$ cat config.mk
export PLATFORM = sky130hd
export DESIGN_NAME = instruction_fetch_unit
export DESIGN_NICKNAME = d
export VERILOG_FILES = /design/src/rtl/rv32_pkg.sv /design/src/rtl/instruction_fetch_unit_if_id.sv /design/src/rtl/instruction_fetch_unit.sv
export SDC_FILE = /design/constraint.sdc
export NUM_CORES = 1
export LEC_CHECK = 0
export CORE_ASPECT_RATIO = 1.4
export CORE_MARGIN = 1.5
export CORE_UTILIZATION = 44
export CTS_CLUSTER_DIAMETER = 120
export DETAILED_ROUTE_END_ITERATION = 8
export GPL_ROUTABILITY_DRIVEN = 0
export HOLD_SLACK_MARGIN = 0.08
export PLACE_DENSITY = 0.92
export SLEW_MARGIN = 20
export SYNTH_ARGS = -nofsm -noshare
export SYNTH_HDL_FRONTEND = slang
export SYNTH_SLANG_ARGS = --single-unit
$ cat constraint.sdc
create_clock -name clk -period 2.6 [get_ports clk]
set_clock_uncertainty 0.1 [all_clocks]
set_input_delay 0.78 -clock clk [delete_from_list [all_inputs] [get_ports clk]]
set_output_delay 0.78 -clock clk [all_outputs]
set_load 0.05 [all_outputs]
$ cat src/rtl/rv32_pkg.sv
// Shared RV32I fetch constants, the fetch FSM state type and a small decode helper.
package rv32_pkg;

  localparam logic [31:0] RV_NOP    = 32'h0000_0013;
  localparam logic [31:0] RV_EBREAK = 32'h0010_0073;
  localparam logic [31:0] PC_STEP   = 32'd4;

  typedef enum logic [1:0] {
    BOOT  = 2'd0,
    RUN   = 2'd1,
    HALT  = 2'd2,
    FAULT = 2'd3
  } fetch_state_t;

  // True when the word is the EBREAK encoding.
  function automatic logic is_ebreak(input logic [31:0] instr);
    return (instr == RV_EBREAK);
  endfunction

endpackage

$ cat src/rtl/instruction_fetch_unit_if_id.sv
// IF/ID pipeline register: holds {valid, pc, instr} handed to the decoder.
// Flush (or reset) inserts the bubble {0, 0, RV_NOP}; load captures a new
// fetch unless hold is asserted; otherwise the contents stay put.
module if_id_register
  import rv32_pkg::*;
(
  input  logic        i_clk,
  input  logic        i_reset,
  input  logic        i_load,
  input  logic        i_flush,
  input  logic        i_hold,
  input  logic [31:0] i_pc,
  input  logic [31:0] i_instr,
  output logic        o_valid,
  output logic [31:0] o_pc,
  output logic [31:0] o_instr
);

  logic        r_valid;
  logic [31:0] r_pc;
  logic [31:0] r_instr;

  // Bubble on reset/flush, capture on load, otherwise hold.
  always_ff @(posedge i_clk) begin
    if (i_reset || i_flush) begin
      r_valid <= 1'b0;
      r_pc    <= 32'h0;
      r_instr <= RV_NOP;
    end else if (i_load && !i_hold) begin
      r_valid <= 1'b1;
      r_pc    <= i_pc;
      r_instr <= i_instr;
    end
  end

  assign o_valid = r_valid;
  assign o_pc    = r_pc;
  assign o_instr = r_instr;

endmodule

$ cat src/rtl/instruction_fetch_unit.sv
// RV32I instruction fetch stage: owns the PC, drives imem_addr, and fills the
// IF/ID register. Handles hazard stall, EX redirect and EBREAK halt.
// Optional feature macro: FETCH_MISALIGN_CHECK_EN -- when defined, a redirect
// to a non-word-aligned target enters a sticky FAULT state; when undefined the
// low two target bits are cleared and fetch_fault is tied low.
module instruction_fetch_unit
  import rv32_pkg::*;
#(
  parameter logic [31:0] RESET_VECTOR   = 32'h0000_0000,
  parameter logic        HALT_ON_EBREAK = 1'b1
) (
  input  logic        clk,
  input  logic        reset,
  output logic [31:0] imem_addr,
  input  logic [31:0] imem_instr,
  input  logic        stall,
  input  logic        redirect_valid,
  input  logic [31:0] redirect_target,
  output logic        if_id_valid,
  output logic [31:0] if_id_pc,
  output logic [31:0] if_id_instr,
  output logic        halted,
  output logic        fetch_fault
);

  fetch_state_t r_state;
  logic [31:0]  r_pc;
  logic         r_halted;

  logic [31:0]  w_target;
  logic         w_misalign;
  logic         w_ebreak_seen;
  logic         w_load;
  logic         w_flush;

`ifdef FETCH_MISALIGN_CHECK_EN
  logic r_fault;

  // Keep the raw target so a misaligned one is visible on imem_addr in FAULT.
  assign w_target    = redirect_target;
  assign w_misalign  = |redirect_target[1:0];
  assign fetch_fault = r_fault;

  // Sticky fault flag, cleared only by reset.
  always_ff @(posedge clk) begin
    if (reset) begin
      r_fault <= 1'b0;
    end else if (((r_state == RUN) || (r_state == HALT)) && redirect_valid && w_misalign) begin
      r_fault <= 1'b1;
    end
  end
`else
  // Without the check, targets are silently word-aligned.
  assign w_target    = redirect_target & 32'hFFFF_FFFC;
  assign w_misalign  = 1'b0;
  assign fetch_fault = 1'b0;
`endif

  // An EBREAK only halts when it is a real (valid) instruction in IF/ID.
  assign w_ebreak_seen = HALT_ON_EBREAK && if_id_valid && is_ebreak(if_id_instr);

  // IF/ID control: advance only in RUN with no redirect, stall or halt;
  // any non-RUN state or a redirect squashes to a bubble.
  always_comb begin
    w_load  = 1'b0;
    w_flush = 1'b0;
    unique case (r_state)
      RUN: begin
        if (redirect_valid) begin
          w_flush = 1'b1;
        end else if (!stall && !w_ebreak_seen) begin
          w_load = 1'b1;
        end
      end
      HALT: begin
        w_flush = 1'b1;
      end
      default: begin
        w_flush = 1'b1;
      end
    endcase
  end

  // Fetch FSM and PC: priority redirect > stall > advance.
  always_ff @(posedge clk) begin
    if (reset) begin
      r_state  <= BOOT;
      r_pc     <= RESET_VECTOR;
      r_halted <= 1'b0;
    end else begin
      unique case (r_state)
        BOOT: begin
          r_state <= RUN;
        end
        RUN: begin
          if (redirect_valid) begin
            r_pc <= w_target;
            if (w_misalign) begin
              r_state <= FAULT;
            end
          end else if (stall) begin
            r_pc <= r_pc;
          end else if (w_ebreak_seen) begin
            r_state  <= HALT;
            r_halted <= 1'b1;
          end else begin
            r_pc <= r_pc + PC_STEP;
          end
        end
        HALT: begin
          if (redirect_valid) begin
            r_pc     <= w_target;
            r_halted <= 1'b0;
            r_state  <= w_misalign ? FAULT : RUN;
          end
        end
        FAULT: begin
          r_pc <= r_pc;
        end
        default: begin
          r_state <= BOOT;
        end
      endcase
    end
  end

  assign imem_addr = r_pc;
  assign halted    = r_halted;

  // ---- IF/ID stage boundary ----
  if_id_register u_if_id (
    .i_clk   (clk),
    .i_reset (reset),
    .i_load  (w_load),
    .i_flush (w_flush),
    .i_hold  (stall),
    .i_pc    (r_pc),
    .i_instr (imem_instr),
    .o_valid (if_id_valid),
    .o_pc    (if_id_pc),
    .o_instr (if_id_instr)
  );

endmodule

==> flow_summary.ini <==
[yosys]
synthDistinctLibCells = 62
yosysMostFrequentCell = nand2_1
synth-compound-area-share_pct = 21.7
synth_commonest_cells = nand2_1, dfxtp_1, a21oi_1
yosys-mux-area-fraction_pct = 0.254
syn-mean-instance-area_sq_um = 7.85
syn_inst = 564
synth_edf_count = 0
synthXorXnorAreaFrac_pct = 0
synth_ff_type = dfxtp_1
async_flop_share_pct = 0
synthAdderAreaFrac_pct = 0.283
yosysTopAreaCell = dfxtp_1
yosys.area_share.simple_pct = 28.2
yosysWarnings = 0
synth_area_leaders = dfxtp_1, nand2_1, a21oi_1
synth_area_sq_um = 4430
synth_top_family_by_area = simple AND/OR/NAND/NOR gates
ys_seq_area_share_pct = 43.4
yosys.area.top_type_share_pct = 43.4
ys_seq_elements = 96

[grt]
grt_max_degree = 42
overflow = 0
antenna_found_initial = 0
first_global_vias = 4944
grt_pass1_wl_um = 22800
grt_util_all_layers_pct = 27.6

[critical_path]
crit_chain = clkdlybuf4s50_1
path_delay_family = buffers and inverters
path_class = reg -> out
crit_fanout = 5
cp_slowest_cell = clkdlybuf4s50_1
cp-start-kind = flip-flop
max_stage_delay_ns = 0.87
cp-end-kind = output pin
cp_data_required_time_ns = 1.72
crit_cells = 1
rr_worst_depth = 7
worst_ep_arrival_time_ns = 1.69
path_buf_inv = 1

[timing]
finalCritPeriodShare_pct = 98.9
setup_slack_ns = 0.0293
whs_ns = 0.358
slew_viol_final = 0
slew_headroom_pct = 64.0
finalHoldViolations = 0
setup-violations-final = 0
fmaxAchievable_mhz = 389
tightest_slew_ns = 0.538
grt_setup_unrepaired = false
finalCriticalPeriod_ns = 2.57

[routing]
ant_nets = 0
dr.pass1.iters = 5
drc_errors = 0
vias = 4986
wl_per_cell_um = 16.9
routed_wl_um = 14700
via_per_inst = 5.74
drt-initial-drc-count = 321

[clock_network]
holdBufCountCts = 0
worstSkewPairLatency_ns = 0.35
numCtsBuffers = 9
clockRootBuffer = clkbuf_16
htreeDepth = 3
cts_buffer_depth = 2
cts_sinks = 96
clk_pin_slew_ns = 0.07
cts_tree = yes

[worst_hold_path]
hold_path_class = reg -> reg
worstHoldPathCells = 2

[pwr]
internal-power_w = 0.00260
p_switching_w = 0.000908
clockPowerShare_pct = 41.4
sequentialPowerShare_pct = 44.1
power_switching_share_pct = 25.9
ir_drop_uv = 426
powerDensity_nw_per_um2 = 531
pwr-share-comb_pct = 14.5
p_leak_nw = 2.19

[die]
die_h_um = 122
die_area_sq_um = 10700
die_width_um = 87.8
start_util_pct = 45.0
io_pins = 167
core-area_sq_um = 9850
num_rows = 43

[place]
io_buffers = 159
placed_cells = 852
dpl.hpwl_um = 10800
post-place-ws_ns = -0.166

[final_layout]
antenna_cells = 0
nets = 797
finalCoreUtilization_pct = 67.0
stdcell_count = 868
drive_above_1_share_pct = 9.96
syn2layout_area_growth_pct = 49.1

[run]
max_cap_violations = 0

[status]
outcome = finished clean
-- state kept, by name, indices dropped and copies added, names as in the netlist --
name,cells
r_state,2
u_if_id.o_instr,32
imem_addr,30
u_if_id.o_pc,30
u_if_id.o_valid,1
halted,1
-- worst paths after layout --
| kind | slack, ns | endpoint | from |
|---|---|---|---|
| setup / recovery | 0.03 | imem_addr[29] | imem_addr[29] |
| hold / removal | 0.36 | u_if_id.o_pc[4] | u_if_id.o_pc[4] |
| setup reg to reg | 0.23 | imem_addr[6] | u_if_id.o_instr[14] |
| hold reg to reg | 0.36 | u_if_id.o_pc[4] | u_if_id.o_pc[4] |
-- routing by layer --
| metal | wire, um | vias up | part of all wire, % | GRT usage (%) |
|---|---|---|---|---|
| met5 | 0 | - | 0 | 0 |
| met4 | 725 | 0 | 4.9 | 18.2 |
| met3 | 1150 | 62 | 7.8 | 5.22 |
| met2 | 7510 | 301 | 51 | 49.8 |
| met1 | 5290 | 2304 | 36 | 28.2 |
| li1 | - | 2319 | - | - |
-- metrics by stage --
stage          setup TNS, ns  cell area, sq um  total power [W]
2_1_floorplan              0              4440          0.00185
3_3_place_gp           -2.98              6260          0.00207
3_5_place_dp           -7.70              6260          0.00208
4_1_cts                    0              6590          0.00352
5_1_grt                    0              6600          0.00361
6_report                   0              6600          0.00351
-- kinds of logic (layout without fill, tap and decap cells) --
group | after synthesis | count (layout)
AO/OA/AOI/OAI | 160 | 160
adder cells (fa/ha/maj) | 1 | 1
buffers and inverters | 46 | 211
AND/OR/NAND/NOR | 259 | 259
flip-flops | 96 | 96
multiplexers | 1 | 1
other | 1 | 5
-- power by group through the flow --
stage,Clock [W],Sequential (W),Combinational [W]
after floorplan,0,0.00167,0.000172
after global placement,0,0.00158,0.000491
after detailed placement,0,0.00158,0.000501
after CTS,0.00147,0.00154,0.000505
after global routing,0.00153,0.00155,0.000537
final,0.00145,0.00155,0.000508
-- layout make-up --
| type | instances | area, sq um |
|---|---|---|
| Timing Repair Buffer | 190 | 1900 |
| Tap cell | 135 | 169 |
| Multi-Input combinational cell | 426 | 2260 |
| Inverter | 5 | 18.8 |
| Sequential cell | 96 | 1920 |
| Fill cell | 766 | 3250 |
| Clock inverter | 5 | 88.8 |
| Clock buffer | 11 | 243 |
-- timing repair --
action / 4_1_cts / 5_1_grt
setup endpoints to repair: 0 / 2
buffers inserted: 0 / 0
resized for setup: 0 / 2
-- cells in the final DEF (no fill, tap or decap), types with 3 or more instances in the layout --
| cell | count |
|---|---|
| nor2b_1 | 3 |
| inv_1 | 5 |
| nor3_1 | 27 |
| o311ai_0 | 4 |
| nand4_1 | 8 |
| nor4b_1 | 3 |
| nor2_1 | 18 |
| nand2_1 | 146 |
| buf_4 | 28 |
| conb_1 | 5 |
| clkdlybuf4s50_1 | 154 |
| dfxtp_1 | 96 |
| buf_12 | 6 |
| nand3_1 | 14 |
| a21oi_1 | 90 |
| o311ai_1 | 4 |
| and3_1 | 4 |
| o21ai_0 | 9 |
| o21ai_1 | 19 |
| clkbuf_16 | 9 |
| nor4_2 | 4 |
| nor4_1 | 9 |
| o211ai_1 | 16 |
(Power assumes the default switching activity.)
